===== config.mk =====
export PLATFORM = sky130hd
export DESIGN_NAME = regfile_read_stage
export DESIGN_NICKNAME = d
export VERILOG_FILES = /design/src/rtl/regfile_read_stage.sv
export SDC_FILE = /design/constraint.sdc
export NUM_CORES = 1
export LEC_CHECK = 0
export CELL_PAD_IN_SITES_DETAIL_PLACEMENT = 0
export CELL_PAD_IN_SITES_GLOBAL_PLACEMENT = 1
export CORE_AREA = 2 2 461 463
export CTS_BUF_LIST = sky130_fd_sc_hd__clkbuf_8
export DETAILED_ROUTE_END_ITERATION = 16
export DIE_AREA = 0 0 463 465
export MAX_ROUTING_LAYER = met4
export PLACE_DENSITY = 0.38
export SYNTH_ARGS = -nofsm -noshare
export SYNTH_HDL_FRONTEND = slang
export SYNTH_SLANG_ARGS = --single-unit

===== constraint.sdc =====
create_clock -name clk -period 3.23 [get_ports clk]
set_clock_uncertainty 0.2 [all_clocks]
set_input_delay 0.323 -clock clk [delete_from_list [all_inputs] [get_ports clk]]
set_output_delay 0.323 -clock clk [all_outputs]
set_load 0.05 [all_outputs]

===== src/rtl/regfile_read_stage.sv =====
// regfile_read_stage
//
// Registered dual read port for the 32-entry register file. It selects two
// source operands from the register file's outputs and applies same-cycle
// write bypass from the write port. The result sits in a single pipeline
// slot with a valid/ready handshake. While that slot is stalled, later
// writes keep the held pair in step with the register file contents.
//
// Ports
//   clk, reset            : single clock; synchronous active-high reset
//   Q_all                 : concatenated register outputs, register i at [i*WIDTH +: WIDTH]
//   RegWriteI, CP_o, Rd   : register file write port (global enable, one-hot select, data)
//   in_valid, in_ready    : request handshake
//   rs_addr, rt_addr      : source register indices
//   out_valid, out_ready  : operand pair handshake
//   rs_data, rt_data      : registered operands
//   rs_idx, rt_idx        : registered copies of the accepted indices
//
// Configuration
//   REGREAD_ZERO_R0_EN    : when defined, register 0 always reads as zero and is
//                           never bypassed or stall-updated.
//
// State table
//   state | meaning
//   EMPTY | slot holds nothing, out_valid = 0
//   FULL  | slot holds an operand pair, out_valid = 1

module regfile_read_stage #(
    parameter int WIDTH = 32
) (
    input  logic                clk,
    input  logic                reset,
    input  logic [32*WIDTH-1:0] Q_all,
    input  logic                RegWriteI,
    input  logic [31:0]         CP_o,
    input  logic [WIDTH-1:0]    Rd,
    input  logic                in_valid,
    output logic                in_ready,
    input  logic [4:0]          rs_addr,
    input  logic [4:0]          rt_addr,
    output logic                out_valid,
    input  logic                out_ready,
    output logic [WIDTH-1:0]    rs_data,
    output logic [WIDTH-1:0]    rt_data,
    output logic [4:0]          rs_idx,
    output logic [4:0]          rt_idx
);

    typedef enum logic {
        EMPTY = 1'b0,
        FULL  = 1'b1
    } state_t;

    state_t           state_q;
    state_t           state_d;
    logic             accept;
    logic [31:0]      hit_vec;
    logic [WIDTH-1:0] rs_sel;
    logic [WIDTH-1:0] rt_sel;

    // Per-register write hit. CP_o is used bit by bit, with no decode and
    // no one-hot check.
    always_comb begin
        hit_vec = RegWriteI ? CP_o : 32'd0;
`ifdef REGREAD_ZERO_R0_EN
        hit_vec[0] = 1'b0;
`endif
    end

    always_comb begin
        rs_sel = hit_vec[rs_addr] ? Rd : Q_all[rs_addr*WIDTH +: WIDTH];
        rt_sel = hit_vec[rt_addr] ? Rd : Q_all[rt_addr*WIDTH +: WIDTH];
`ifdef REGREAD_ZERO_R0_EN
        if (rs_addr == 5'd0) rs_sel = '0;
        if (rt_addr == 5'd0) rt_sel = '0;
`endif
    end

    // A full slot can drain and refill in the same cycle, so readiness
    // depends only on the output side.
    assign out_valid = (state_q == FULL);
    assign in_ready  = !out_valid || out_ready;
    assign accept    = in_valid && in_ready;

    always_ff @(posedge clk) begin
        if (reset) state_q <= EMPTY;
        else       state_q <= state_d;
    end

    always_comb begin
        state_d = state_q;
        case (state_q)
            EMPTY:   if (accept) state_d = FULL;
            FULL:    if (out_ready && !accept) state_d = EMPTY;
            default: state_d = EMPTY;
        endcase
    end

    always_ff @(posedge clk) begin
        if (reset) begin
            rs_data <= '0;
            rt_data <= '0;
            rs_idx  <= '0;
            rt_idx  <= '0;
        end else if (accept) begin
            rs_data <= rs_sel;
            rt_data <= rt_sel;
            rs_idx  <= rs_addr;
            rt_idx  <= rt_addr;
        end else if (out_valid && !out_ready) begin
            // A stalled pair tracks writes to its registers. hit_vec already
            // excludes register 0 when that register is hardwired to zero.
            if (hit_vec[rs_idx]) rs_data <= Rd;
            if (hit_vec[rt_idx]) rt_data <= Rd;
        end
    end

endmodule


Word level (Yosys, flattened, before mapping)

Cells that the tools add are included.

Magnitude comparators: 4
Shift-type cells: 2
Muxes and demuxes: 20
Bitwise gates (word level): 1
Reduce and logical (&&, ||, !) cells: 12

Operators by type and width:

| cell                  | count |
|---|---|
| $shiftx A1024 B11 Y32 | 2 |
| $mux W32              | 9 |
| $lt A5 B6 Y1 const B  | 4 |
| $bmux W1 S5           | 4 |
| $mux W1               | 6 |
| $reduce_bool A2 Y1    | 3 |
| $reduce_and A2 Y1     | 2 |
| $logic_and A1 B1 Y1   | 3 |
| $logic_not A1 Y1      | 3 |
| $pmux W1 S2           | 1 |
| $logic_or A1 B1 Y1    | 1 |
| $not A1 Y1            | 1 |

Flip-flop bits (word level): 75
Input port bits: 1103
Output and inout port bits: 76
Logic and storage cells: 44

Logic depth before layout (Yosys ltp)

Depth in word-level cells: 7
Depth in mapped cells: 10

Worst setup path before layout

No wires, ideal clock.

Path kind: register to register
Start point: register rt_idx[0]
End point: register rt_data[25]
Arrival: 2639 ps
Data required time: 2894 ps
Setup slack: 255 ps
Cell stages (with the launch flop): 10
Path buffers: 3
Cell sequence: dfxtp_1 -> buf_2 -> mux4_2 -> mux2i_1 -> o22ai_1 -> o221ai_2 -> buf_2 -> buf_1 -> a2111o_1 -> o311ai_1

Cells in the longest elaborated chain, start to end: 4

RTL lines:

| item                          | line | RTL |
|---|---|---|
| start, declared               | 46   | `output logic [4:0] rt_idx` |
| start signal, assigned        | 109  | `rt_idx <= rt_addr;` |
| $bmux W1 S5                   | 114  | `if (hit_vec[rt_idx]) rt_data <= Rd;` |
| $mux W1 (not written as such) | 114  |  |
| $reduce_bool A2 Y1 (no line)  | n/a  |  |
| $reduce_and A2 Y1 (no line)   | n/a  |  |
| end signal, assigned          | 107  | `rt_data <= rt_sel;` |
| end signal, assigned          | 114  |  |
| end, declared                 | 44   | `output logic [WIDTH-1:0] rt_data,` |

Every way passes these cells. The select of a mux whose other input is x is not followed.
A chain may end at the register's enable or synchronous reset.

Final worst setup path

Start point: input CP_o[9]
End point: register rt_data[21]

Cells in the longest elaborated chain, start to end: 5

RTL lines:

| item                                                  | line    | RTL |
|---|---|---|
| start, declared                                       | 35      | `input logic [31:0] CP_o,` |
| $mux W32 (*)                                          | 64      | `hit_vec = RegWriteI ? CP_o : 32'd0;` |
| $bmux W1 S5, on equally long branches                 | 72, 114 |  |
| $mux W1, on equally long branches                     | 72, 114 |  |
| $mux W32 / $reduce_bool A2 Y1 (equally long branches) | n/a     |  |
| $mux W32 / $reduce_and A2 Y1 (equally long branches)  | n/a     |  |

Mark *: on every way between the ends. The rest lies on a longest branch, timed or not. The select of a mux whose other input is x is not followed.

==> results.md <==
STA:
- Setup violations remaining at the end of the flow were counted as 0.
- The max-slew violation count is 0.
- The fmax is around 320 MHz.
- For the pin with the worst max-slew slack, the measured transition is 1.37 ns.
- The number of hold-slack violations in the final timing report is 0.
- Setup repair after global routing left no endpoint under its margin.
- Of the available clock period, the critical path in the final layout requires 0.973.
- Headroom to the max-slew limit came out at 0.0849.
- After layout, the worst setup slack is 0.0882 ns.
- The final critical delay including setup and external delays is approximately 3.1 ns.

Clock network:
- The clock transition at the registers of the reported paths is 0.09 ns.
- The TritonCTS clock tree is yes.
- The tree is rooted in a clkbuf_8.
- Once the clock tree was built, the setup fixing pass inserted 0 buffers.
- Buffers inserted during clock tree synthesis total 9.
- The number of H-tree levels is 3.
- For this design, the sink count on the clock tree is between 70 and 80.
- The insertion delay of the later-clocked pin in the worst-skew pair is roughly 0.43 ns.
- The buffer levels on the longest clock path is 2.
- Gates resized during post-CTS repair numbered 0.
- The number of buffers inserted for hold repair after clock tree synthesis is 0.

Worst hold path:
- The classification of the worst-slack hold path is in2reg.
- The cell depth of the worst hold path is 3.
- The worst hold path startpoint is rs_addr[0].
- The destination of the worst hold path is rs_idx[0].

Worst setup path:
- The logic depth of the worst register-to-register path is 9.
- The largest fanout on the critical path is 33.
- The endpoint of the worst register-to-register path is rt_data[21].
- The critical path required time is approximately 3.3 ns.
- For the worst setup path, the data arrival time is 3.24 ns.
- For flop-to-flop paths, the worst setup slack is between 0.2 and 0.25 ns.
- The startpoint type of the worst setup path is an input port.
- The worst setup path is captured at a register.
- The startpoint of the worst register-to-register path is rt_idx[1].
- The critical path in this run is classified as in2reg.

GRT:
- The number of global-route vias before repair is around 28k.
- The number of antenna violations at the first check in global routing is 140.
- Entering global routing, the biggest net connects 77 pins.
- The first global-routing pass estimated 295000 microns of wire.
- The remaining global-route overflow is 0.
- The total global-route track usage is 0.211.

Route:
- The total via count after detailed routing is 26.8k.
- The average vias per placed instance is between 4 and 5.
- In this run the remaining antenna-violating nets after routing total 0.
- For this block, the initial DRC count from the detailed router was 2212.
- For this run, the detailed router's first-pass iteration total came to 5.
- After detailed routing, the number of remaining DRC violations is 0.
- Summed over all layers, the routed wires come to 229000 microns.
- The routed length per instance is ~38 microns.

Logic synthesis:
- The largest area contributor in the netlist is mux4_2.
- The share of synthesized area in the top cell type comes to 0.440.
- The flop and latch count out of synthesis is 75.
- The fraction of synthesis flops using an asynchronous set or reset pin is 0.
- The post-synth net total is approximately 3k.
- The total of warnings raised by yosys is 0.
- The number of distinct library cell variants in the gate-level netlist after synthesis is 46.
- For this run, the register share of the synthesized area comes to 0.0718.
- The commonest register cell after synthesis is dfxtp_1.
- The mapped netlist covers about 21000 sq um.
- The post-synthesis average cell area is approximately 11 sq um.
- Yosys attributes the largest share of cell area to mux4_2 44%, mux2i_1 14%, a22oi_1 8.1%.
- The synthesized design contains 0 enable-type register cells.
- The cell count after synthesis came out at between 1.5k and 2k.

Die:
- The number of rows created at floorplan is approximately 170.
- Measured along the x axis, the die boundary spans 463 microns.
- The core region area is 211000 sq um.
- The die outline area is about 220000 sq um.
- The effective utilization at floorplan is 0.0992.
- The height of the die is between 400 and 500 microns.
- 1179 I/O pins were placed.

Status:
- The run finished with clean final reports.

Job:
- The number of maximum-capacitance constraint violations is 0.

Placement:
- During placement, the flow inserted port buffers numbering ~1.2k.
- The total half-perimeter wirelength after legalization and detailed placement is 196000 microns.
- The worst slack at placement is -0.424 ns.
- The final weighted congestion of routability-driven global placement is between 0.9 and 1.

Pwr:
- IR analysis of the VDD net gives a maximum drop of 0.000182 V.
- Dividing total power by cell area gives a power density of approximately 220 nW/um^2.
- Summed over all cells, the static leakage comes to around 13 nW.
- Power comes to 8.32 mW.

Layout:
- From synthesis to final layout, the design area changed by 83.0%.
- The filler cells instantiated in the layout total 23.4k.
- In the layout the commonest cells are 1167 x clkdlybuf4s50_1, 409 x mux4_2, 299 x mux2i_1.
- Leaving out fill and tap cells, the most frequent cell in the layout is clkdlybuf4s50_1.
- The net count reported at finish is between 4k and 5k.
- The layout cell share with drive strength beyond 1 is 0.232.
## final cells by class
type | instances | area [sq um] | share of cell area
Antenna cell | 83 | 208 | 0.00543
Clock buffer | 9 | 124 | 0.00324
Clock inverter | 7 | 91.3 | 0.00239
Inverter | 9 | 40.0 | 0.00105
Multi-Input combinational cell | 1622 | 18300 | 0.478
Sequential cell | 75 | 1500 | 0.0392
Tap cell | 2821 | 3530 | 0.0922
Timing Repair Buffer | 1443 | 14500 | 0.378
## how the worst max path moves through the flow
stage	slack, ns	depth (start not counted)	endpoint	startpoint
global placement	-0.41	9	rt_data[3]	CP_o[9]
global route	0.02	9	rt_data[3]	CP_o[9]
detailed placement	-0.42	9	rt_data[3]	CP_o[9]
floorplan	0.25	9	rt_data[25]	rt_idx[0]
CTS	0.01	9	rt_data[3]	CP_o[9]
finish	0.09	10	rt_data[21]	CP_o[9]
## cells in the mapped netlist (33+ instances only)
master    count
nor2_1       60
mux4_2      409
a22oi_1     225
a21oi_1      83
clkbuf_1    160
nand2_1     113
a31oi_1      33
buf_2        86
o21ai_0      77
mux2i_1     300
nand3_1      57
dfxtp_1      75
a221oi_1     79
## worst max-delay path, cell delays in order
cell and delay (ns):
clkdlybuf4s50_1 0.47, mux4_2 0.48, mux2i_2 0.29, buf_4 0.17
nor2_1 0.06, or4_2 0.67, buf_12 0.21, nand2_1 0.17
buf_12 0.20, o311ai_1 0.12
## stage by stage
step | TNS (ns) | hold slack, ns | cells | cell area, sq um | utilization
final | 0 | 0.101 | 6069 | 38300 | 0.182
after global routing | 0 | 0.107 | 6054 | 38200 | 0.181
after CTS | 0 | 0.0832 | 5986 | 38100 | 0.181
after detailed placement | -12.55 | 0.286 | 5970 | 37800 | 0.179
after global placement | -11.85 | 0.286 | 5970 | 37800 | 0.179
after floorplan | 0 | 0.259 | 1982 | 20900 | -
## power breakdown
part | total (mW) | internal (mW) | switching [mW]
combinational | 6.29 | 3.07 | 3.22
sequential | 1.11 | 1.02 | 0.0806
clock | 0.920 | 0.434 | 0.486
total | 8.32 | 4.53 | 3.79
## metal layers
layer | GRT usage | part of all wire | vias up
li1 | - | - | 11100
met4 | 0.0293 | 0.019 | 0
met2 | 0.364 | 0.50 | 1517
met3 | 0.0644 | 0.082 | 177
met5 | - | 0 | -
met1 | 0.245 | 0.40 | 14000
## registers in the layout, summed over array words and instances (netlist names)
register	count
rs_data	32
rt_data	32
rt_idx	5
rs_idx	5
out_valid	1
## cell families (layout without fill, tap and decap cells)
logic type / after synthesis / after routing / synth area share
mux: 710 / 710 / 0.585
compound gates: 635 / 635 / 0.226
buf+inv: 285 / 1468 / 0.0595
simple gates: 277 / 277 / 0.0584
flops: 75 / 75 / 0.0718
other cells: 0 / 83 / 0
Power figures use the tool's default switching activity.
